`config.mk`:
```
export PLATFORM = sky130hd
export DESIGN_NAME = pc_fetch_unit
export DESIGN_NICKNAME = d
export VERILOG_FILES = /design/src/rtl/pc_fetch_unit.sv
export SDC_FILE = /design/constraint.sdc
export NUM_CORES = 1
export LEC_CHECK = 0
export ABC_AREA = 1
export CELL_PAD_IN_SITES_DETAIL_PLACEMENT = 0
export CELL_PAD_IN_SITES_GLOBAL_PLACEMENT = 1
export CORE_MARGIN = 2
export CORE_UTILIZATION = 34
export CTS_BUF_LIST = sky130_fd_sc_hd__clkbuf_4 sky130_fd_sc_hd__clkbuf_8
export DETAILED_ROUTE_END_ITERATION = 12
export PLACE_DENSITY_LB_ADDON = 0.1
export REMOVE_ABC_BUFFERS = 1
export SETUP_SLACK_MARGIN = 0.05
export SLEW_MARGIN = 20
export SYNTH_ARGS = -nofsm -noshare
export SYNTH_HDL_FRONTEND = slang
export SYNTH_SLANG_ARGS = --single-unit
```
`constraint.sdc`:
```
create_clock -name clock -period 4.2 [get_ports clock]
set_input_delay 0.63 -clock clock [delete_from_list [all_inputs] [get_ports clock]]
set_output_delay 0.63 -clock clock [all_outputs]
set_load 0.005 [all_outputs]
```
`src/rtl/pc_fetch_unit.sv`:
```
// Program counter and fetch-address generator with redirect priority, window checking and a
// sticky fault state that only a synchronous clear leaves.
module pc_fetch_unit #(
  parameter logic [31:0] RESET_PC   = 32'h00400000,
  parameter int unsigned TEXT_WORDS = 256
) (
  input  logic        clock,
  input  logic        clear,
  input  logic        stall,
  input  logic        branch_taken,
  input  logic [15:0] branch_imm,
  input  logic        jump,
  input  logic [25:0] jump_target,
  input  logic        jump_reg,
  input  logic [31:0] reg_target,
  output logic [31:0] pc,
  output logic [31:0] pc_plus4,
  output logic        fault,
  output logic [1:0]  fault_cause,
  output logic [31:0] fault_pc,
  output logic [31:0] retired
);

  typedef enum logic [0:0] {StRun, StFault} state_e;

  // One extra bit so a window ending exactly at 2^32 still compares correctly.
  localparam logic [32:0] WinEnd = {1'b0, RESET_PC} + (33'(TEXT_WORDS) << 2);

  state_e      state_q, state_d;
  logic [31:0] pc_q, pc_d;
  logic [31:0] retired_q, retired_d;
  logic [31:0] fault_pc_q, fault_pc_d;
  logic [1:0]  fault_cause_q, fault_cause_d;

  logic [31:0] next_pc;
  logic [31:0] branch_off;
  logic        misaligned;
  logic        out_of_window;

  assign pc_plus4   = pc_q + 32'd4;
  assign branch_off = {{14{branch_imm[15]}}, branch_imm, 2'b00};

  always_comb begin
    next_pc = pc_plus4;
    if (jump_reg) begin
      next_pc = reg_target;
    end else if (jump) begin
      next_pc = {pc_plus4[31:28], jump_target, 2'b00};
    end else if (branch_taken) begin
      next_pc = pc_plus4 + branch_off;
    end
  end

  assign misaligned    = (next_pc[1:0] != 2'b00);
  assign out_of_window = (next_pc < RESET_PC) || ({1'b0, next_pc} >= WinEnd);

  always_comb begin
    state_d       = state_q;
    pc_d          = pc_q;
    retired_d     = retired_q;
    fault_pc_d    = fault_pc_q;
    fault_cause_d = fault_cause_q;
    unique case (state_q)
      StRun: begin
        if (!stall) begin
          if (!misaligned && !out_of_window) begin
            pc_d      = next_pc;
            retired_d = retired_q + 32'd1;
          end else begin
            state_d       = StFault;
            fault_pc_d    = next_pc;
            fault_cause_d = {out_of_window, misaligned};
          end
        end
      end
      StFault: ;
      default: state_d = StFault;
    endcase
  end

  always_ff @(posedge clock) begin
    if (clear) begin
      state_q       <= StRun;
      pc_q          <= RESET_PC;
      retired_q     <= 32'd0;
      fault_pc_q    <= 32'd0;
      fault_cause_q <= 2'b00;
    end else begin
      state_q       <= state_d;
      pc_q          <= pc_d;
      retired_q     <= retired_d;
      fault_pc_q    <= fault_pc_d;
      fault_cause_q <= fault_cause_d;
    end
  end

  assign pc          = pc_q;
  assign fault       = (state_q == StFault);
  assign fault_cause = fault_cause_q;
  assign fault_pc    = fault_pc_q;
  assign retired     = retired_q;

endmodule

```
==> impl_metrics.py <==
metrics = {
    "power_and_ir_drop": {
        "p_leak_nw": 6.39,
        "p_per_area_nw_per_um2": 168,
        "vdd_drop_max_uv": 130,
        "total_power_w": 0.00222,
    },
    "logic_synthesis": {
        "synth_common_cells": "nand2_1, inv_1, nor2_1",
        "yosysWarningCount": 0,
        "synth.most_common_cell": "nand2_1",
        "async_flop_share_pct": 0,
        "ys.flop_type": "dfxtp_1",
        "synth.top_cell.area_share_pct": 23.5,
        "synth_edf_count": 0,
        "avgSynthCellArea_um2": 5.59,
        "ys_seq_elements": 99,
        "yosysSeqAreaShare_pct": 23.5,
        "synthCells": 1511,
        "synth.distinct_cells": 44,
        "yosys.area.top_type": "dfxtp_1",
        "yosys-top-cells-area": "dfxtp_1, nand2_1, inv_1, nand3_1, nor2_1",
        "netlist_area_um2": 8450,
    },
    "detailed_routing": {
        "ant_nets": 0,
        "wire_per_inst_um": 15.9,
        "wirelength_um": 34700,
        "vias_per_cell": 4.79,
        "dr.pass1.iters": 5,
        "vias": 10400,
        "drc": 0,
        "drt_iter0_markers": 820,
    },
    "timing": {
        "tightest_slew_ns": 0.712,
        "max_freq_ghz": 0.249,
        "finClkSkew_ns": 0.0116,
        "setup_viol": 0,
        "hold_violations": 0,
        "setup-tns-final_ns": 0,
        "fin_crit_sh_pct": 95.8,
        "final_max_slew_viol_count": 0,
        "fin_crit_ns": 4.02,
        "relSlewSlack_pct": 52.5,
        "rsz0062_at_grt": "true",
    },
    "cts": {
        "cts_max_level": 3,
        "cts_tree": "done",
        "holdBufCountCts": 0,
        "root_buffer": "clkbuf_8",
        "cts_buffers": 9,
        "clk_latency_ns": 0.38,
        "clock_path_buffers": 2,
        "clock_sinks": 99,
        "clk_pin_slew_ns": 0.10,
    },
    "place": {
        "placed_cells": 2130,
        "hpwl_um": 27200,
        "place.gp.congestion": 0.916,
        "place_area_um2": 11700,
        "io_buffers": 210,
    },
    "layout": {
        "areaGrowthSynthToFinish_pct": 56.6,
        "nets": 1958,
        "fin_cells": 2176,
        "final.fill_count": 2511,
        "final_area_um2": 13200,
        "seq_area_um2": 2040,
        "multi_input_area_um2": 6120,
        "drive_gt1_share_pct": 23.3,
    },
    "floorplan": {
        "core_area_um2": 24400,
        "start_util_pct": 34.6,
        "die_w_um": 162,
        "die_area_um2": 26100,
        "rows": 57,
        "fp.dieH_um": 162,
        "ioPinCount": 211,
    },
    "grt": {
        "track_usage_pct": 25.3,
        "grt_max_degree": 44,
        "first_global_vias": 9534,
        "antenna_found_initial": 1,
        "grt_pass1_wl_um": 52100,
        "gr-total-overflow": 0,
    },
    "worst_setup_path": {
        "startpoint_type": "flop",
        "crit_path_end_kind": "flop",
        "path_common_cell": "nand2_2",
        "slowest_stage": "dfxtp_4",
        "required_ns": 4.53,
        "cp_slowest_stage_delay_ns": 0.38,
        "crit_fanout": 19,
        "crit_arrival_ns": 4.35,
        "critPathKind": "reg2reg",
    },
    "run": {
        "cap_violations": 0,
    },
    "status": {
        "outcome": "completed",
    },
    "min_path": {
        "hold_class": "reg2reg",
    },
}
## kinds of logic after synthesis
family,count (synthesis),synth area share (%)
AO/OA/AOI/OAI,110,6.90
XOR/XNOR,9,0.933
adder cells (fa/ha/maj),32,4.83
buffers and inverters,309,14.9
flip-flops,99,23.5
AND/OR/NAND/NOR,952,49.0
## cell usage in the layout, fill, tap and decap left out, drive strengths merged, types with 7 or more instances in the layout
cell type	netlist	routed
a21oi	47	47
buf	37	162
clkbuf	13	14
clkdlybuf4s50	0	209
dfxtp	99	99
ha	31	31
inv	256	259
nand2	454	454
nand3	173	173
nand3b	10	10
nand4	39	39
nor2	231	231
nor3	29	29
o21ai	51	51
or2	9	9
xor2	7	7
## state kept, by name (all words and copies together), names as in the netlist
| register | cells |
|---|---|
| fault_pc | 32 |
| pc | 32 |
| retired | 32 |
| fault_cause | 2 |
| fault | 1 |
## report_power, final
group | switching (W) | total (W) | internal (W)
clock | 0.000367 | 0.000669 | 0.000302
sequential | 0.0000209 | 0.000982 | 0.000961
combinational | 0.000299 | 0.000571 | 0.000272
total | 0.000687 | 0.00222 | 0.00154
## path summary, 6_finish.rpt
path              cells after the start  slack [ns]           to   start
hold / removal                        2        0.48       pc[25]  pc[25]
setup reg to reg                     33        0.18  retired[14]   pc[3]
hold reg to reg                       2        0.48       pc[25]  pc[25]
setup / recovery                     33        0.18  retired[14]   pc[3]
## routing by layer
layer,GRT usage [%],part of all wire (%)
met1,36.3,48
met2,40.0,44
met3,4.80,6.6
met4,4.22,2.0
met5,0,0
## area by class of cell
cell class | count | share of cell area (%)
Timing Repair Buffer | 374 | 26.2
Clock inverter | 5 | 0.454
Inverter | 259 | 7.39
Multi-Input combinational cell | 1103 | 46.3
Clock buffer | 11 | 1.10
Sequential cell | 99 | 15.4
Antenna cell | 1 | 0.0189
Tap cell | 324 | 3.07
## worst max-delay path: cells and delay by family (launching register included)
kind                     cells  cell delay, ns
AND/OR/NAND/NOR             22            2.16
buffers and inverters        9            0.92
adder cells (fa/ha/maj)      2            0.47
flip-flops                   1            0.38
## per-stage QoR
stage | hold slack, ns | setup WS [ns] | util, %
3_5_place_dp | 0.458 | -0.0985 | 48.2
3_3_place_gp | 0.455 | -0.0229 | 48.2
4_1_cts | 0.477 | 0.0535 | 49.4
2_1_floorplan | 0.451 | -0.186 | -
5_1_grt | 0.494 | -0.0411 | 54.2
6_report | 0.479 | 0.178 | 54.2
## what timing repair did
item / 4_1_cts / 5_1_grt
resized for setup: 25 / 242
buffers inserted: 0 / 26
endpoints found under the setup margin: 96 / 99
pin swaps: 0 / 70
gates cloned: 0 / 3
Power figures use the tool's default switching activity.
==> patch 1: new RTL, config.mk and constraints unchanged <==
The parameter `TEXT_WORDS` goes from 256 to 128.
--- a/src/rtl/pc_fetch_unit.sv
+++ b/src/rtl/pc_fetch_unit.sv
@@ -2,7 +2,7 @@
 // sticky fault state that only a synchronous clear leaves.
 module pc_fetch_unit #(
   parameter logic [31:0] RESET_PC   = 32'h00400000,
-  parameter int unsigned TEXT_WORDS = 256
+  parameter int unsigned TEXT_WORDS = 128
 ) (
   input  logic        clock,
   input  logic        clear,
Function: changed (Yosys sat finds a counterexample within 4 cycles, from zero or initial values).
==> patch 1 against the original RTL <==
Power rose by 2.2%. Sequential cell count is the same. Worst setup slack improved by 0.084 ns. Clock power rose by 7.0%. Clock skew increased by 0.019 ns. Highest routed layer unchanged. Synthesized area grew 2.6%. Routed wire length is 8.5% higher. Cell area shrank 3.9%.
==> patch 1: results (changes against the original RTL) <==
INFO  metric hold_slack_final = 0.475 ns (was 0.479 ns)
INFO  metric worstHoldStart = fault_cause[0] (was pc[25])
INFO  metric number_of_global_route_vias_before_repair = 10300 (was 9534)
INFO  metric worst-endpoint-arrival = 4.22 ns (was 4.35 ns)
INFO  metric run_status = completed (unchanged)
INFO  metric groute.usage.overall = 27.5% (was 25.3%)
INFO  metric ir_worst_vdd = 0.000175 V (was 0.000130 V)
INFO  metric route.detailed.vias_per_inst = 4.92 (was 4.79)
INFO  metric setup.reg_to_reg.worst_slack = 0.26 ns (was 0.18 ns)
INFO  metric area_occupied_by_multi_input_gates = 6070 µm² (was 6120 µm²)
INFO  metric dp_worst_setup_slack = -0.0376 ns (was -0.0985 ns)
INFO  metric nFillCells = 2755 (was 2511)
INFO  metric gr-usage-met2 = 45.4% (was 40.0%)
INFO  metric synthDistinctLibCells = 42 (was 44)
INFO  metric power.switching_fraction = 32.8% (was 30.9%)
INFO  metric global_route_wire_length_before_repair = 56300 µm (was 52100 µm)
INFO  metric critical_path.reg2reg.startpoint = pc[5] (was pc[3])
INFO  metric biggest_fanout_along_the_worst_timing_path = 18 (was 19)
INFO  metric globalRouteMet1Util = 36.2% (was 36.3%)
INFO  metric sequential_fraction_of_the_synthesis_area = 22.9% (was 23.5%)
INFO  metric wl_per_cell = 17.3 µm (was 15.9 µm)
INFO  metric relative_max_transition_margin = 53.4% (was 52.5%)
INFO  metric met2_routed_wl = 17200 µm (was 15200 µm)
INFO  metric dpl.hpwl = 29500 µm (was 27200 µm)
INFO  metric initial_antenna_violation_count = 2 (was 1)
## patch 1: cell types whose count changed after synthesis, moves of 14 or more
cell	delta
sky130_fd_sc_hd__inv_1	-33
sky130_fd_sc_hd__xor2_1	+29
sky130_fd_sc_hd__a21oi_1	+43
sky130_fd_sc_hd__nand2_1	+82
sky130_fd_sc_hd__o21ai_1	-14
sky130_fd_sc_hd__nand3_1	-75
sky130_fd_sc_hd__nand4_1	+14
## patch 1: critical path, delay by kind of cell, from the launching register on
kind                       cells  cell delay [ns]
AOI/OAI and AO/OA              2             0.31
DFF                            1             0.39
adders and majority gates      1             0.38
and+or+nand+nor               15             1.84
buffers and inverters          5             0.73
xor gates and xnor gates       1             0.16
## patch 1: final cells by class
type,count,share of cell area [%]
diodes,2,0.0394
well taps,330,3.25
clock inverters,7,0.699
multi-input cells,1169,47.8
flip-flops and latches,99,16.0
repair buffers,329,24.5
clock buffers,9,0.975
inverters,228,6.74
## patch 1: logic make-up (layout without fill, tap and decap cells)
| group | Yosys count | after routing | synth area share, % |
|---|---|---|---|
| simple gates | 949 | 949 | 45.7 |
| buf+inv | 277 | 573 | 12.9 |
| flops | 99 | 99 | 22.9 |
| fa+ha+maj | 35 | 35 | 5.14 |
| compound gates | 140 | 140 | 8.84 |
| xor+xnor | 45 | 45 | 4.55 |
| other cells | 0 | 2 | 0 |
## patch 1: worst max-delay path by stage
stage / start / to / slack (ns) / cells after the start
6_report: pc[5] / retired[0] / 0.26 / 24
5_1_grt: pc[7] / retired[0] / 0.02 / 30
4_1_cts: pc[17] / retired[0] / 0.04 / 25
3_5_place_dp: pc[11] / retired[0] / -0.04 / 26
3_3_place_gp: pc[11] / retired[0] / -0.11 / 26
2_1_floorplan: pc[2] / pc[10] / -1.41 / 24
==> patch 2: new RTL, same flow settings <==
Made on the original files. Register the output `retired` once more; this adds one clock of latency there. The other outputs are not delayed to match.
--- a/src/rtl/pc_fetch_unit.sv
+++ b/src/rtl/pc_fetch_unit.sv
@@ -98,7 +98,9 @@
   assign fault       = (state_q == StFault);
   assign fault_cause = fault_cause_q;
   assign fault_pc    = fault_pc_q;
-  assign retired     = retired_q;
+  always_ff @(posedge clock) begin
+    retired <= retired_q;
+  end
 
 endmodule
 
Check against the original RTL: not equivalent (a bounded check fails within 4 cycles, from zero or initial values).
==> patch 2 against the original RTL <==
Synthesized area grew 12%. Combinational power up 20%. Power is 37% higher. Global-route usage is 2.7 points higher. Fmax decreased by 0.45%. Worst hold slack worse by 0.081 ns. Worst setup slack worse by 0.018 ns. Cell area is 17% higher. First-iteration DRC count rose by 13%. Sequential cell count is 32 higher. Routed wire length up 24%.
==> patch 2: results (changes against the original RTL) <==
INFO  metric nFillCells = 2792 (was 2511)
INFO  metric synthXorXnorAreaFrac = 4.16% (was 0.933%)
INFO  metric multi_input_gates = 1188 (was 1103)
INFO  metric nClkBuffers = 18 (was 11)
INFO  metric flow.area_growth_from_synthesis = 63.8% (was 56.6%)
INFO  metric buffer_area_share = 26.3% (was 26.2%)
INFO  metric route.met3.wl = 2660 µm (was 2300 µm)
INFO  metric p_comb_share = 22.5% (was 25.7%)
INFO  metric number_of_standard_cells_after_synthesis = 1612 (was 1511)
INFO  metric grt_start_max_net_pins = 67 (was 44)
INFO  metric routed-via-count = 11800 (was 10400)
INFO  metric seq_cells = 131 (was 99)
INFO  metric maximum_level_of_the_cts_h_tree = 4 (was 3)
INFO  metric run_status = completed (unchanged)
INFO  metric layout.clock.cell_area_share = 2.37% (was 1.55%)
INFO  metric grt_use_met3 = 5.07% (was 4.80%)
INFO  metric netlist_top_cells_area = sky130_fd_sc_hd__dfxtp_1 28%, sky130_fd_sc_hd__nand2_1 21%, sky130_fd_sc_hd__inv_1 9.0% (was sky130_fd_sc_hd__dfxtp_1 23%, sky130_fd_sc_hd__nand2_1 20%, sky130_fd_sc_hd__inv_1 11%)
INFO  metric layout.non_clock_inverters = 236 (was 259)
INFO  metric powerSeq = 0.00130 W (was 0.000982 W)
INFO  metric dp.cells = 2325 (was 2130)
INFO  metric synth-adder-area-share = 4.31% (was 4.83%)
INFO  metric clk_latency = 0.46 ns (was 0.38 ns)
INFO  metric finalClockSkew = 0.0163 ns (was 0.0116 ns)
INFO  metric synth.top_cells.by_count = 518 x sky130_fd_sc_hd__nand2_1, 227 x sky130_fd_sc_hd__inv_1, 205 x sky130_fd_sc_hd__nor2_1, 131 x sky130_fd_sc_hd__dfxtp_1, 119 x sky130_fd_sc_hd__nand3_1 (was 448 x sky130_fd_sc_hd__nand2_1, 252 x sky130_fd_sc_hd__inv_1, 221 x sky130_fd_sc_hd__nor2_1, 167 x sky130_fd_sc_hd__nand3_1, 99 x sky130_fd_sc_hd__dfxtp_1)
INFO  metric int_power = 0.00204 W (was 0.00154 W)
INFO  metric sequential_fraction_of_the_synthesis_area = 27.7% (was 23.5%)
INFO  metric drt_iter0_markers = 930 (was 820)
INFO  metric number_of_global_route_vias_before_repair = 11000 (was 9534)
INFO  metric synth-compound-area-share = 8.32% (was 6.90%)
INFO  metric layout.area.seq = 2660 µm² (was 2040 µm²)
INFO  metric fp-row-count = 61 (was 57)
INFO  metric global_route_wire_length_before_repair = 62200 µm (was 52100 µm)
INFO  metric dpl-instance-area = 13200 µm² (was 11700 µm²)
INFO  metric wl = 42800 µm (was 34700 µm)
INFO  metric area_occupied_by_multi_input_gates = 7020 µm² (was 6120 µm²)
INFO  metric ir_worst_vdd = 0.000217 V (was 0.000130 V)
INFO  metric dp_worst_setup_slack = -0.102 ns (was -0.0985 ns)
INFO  metric gp_congestion = 0.956 (was 0.916)
INFO  metric power.density = 196 nW/µm² (was 168 nW/µm²)
INFO  metric wl_met1 = 20000 µm (was 16500 µm)
INFO  metric gr-usage-met2 = 44.4% (was 40.0%)
## patch 2: kinds of logic after synthesis
logic type | Yosys count
compound gates | 143
simple gates | 967
xor+xnor | 45
buf+inv | 294
fa+ha+maj | 32
flops | 131
## patch 2: worst register-to-register path: cells and delay by family, from the launching register on
| kind | cells | cell delay, ns |
|---|---|---|
| adder cells (fa/ha/maj) | 1 | 0.23 |
| buffers and inverters | 6 | 0.74 |
| AO/OA/AOI/OAI | 2 | 0.32 |
| AND/OR/NAND/NOR | 23 | 2.33 |
| flip-flops | 1 | 0.35 |
## patch 2: timing repair
item | in CTS | in global routing
resized for setup | 30 | 349
cloned | 0 | 9
endpoints found under the setup margin | 96 | 99
setup buffers | 0 | 37
pin swaps | 1 | 102
## patch 2: final timing paths
path / startpoint / to / slack, ns / cells past startpoint
setup / recovery: pc[12] / pc[2] / 0.16 / 32
hold / removal: retired_q[18] / retired[18] / 0.40 / 0
setup reg to reg: pc[12] / pc[2] / 0.16 / 32
hold reg to reg: retired_q[18] / retired[18] / 0.40 / 0
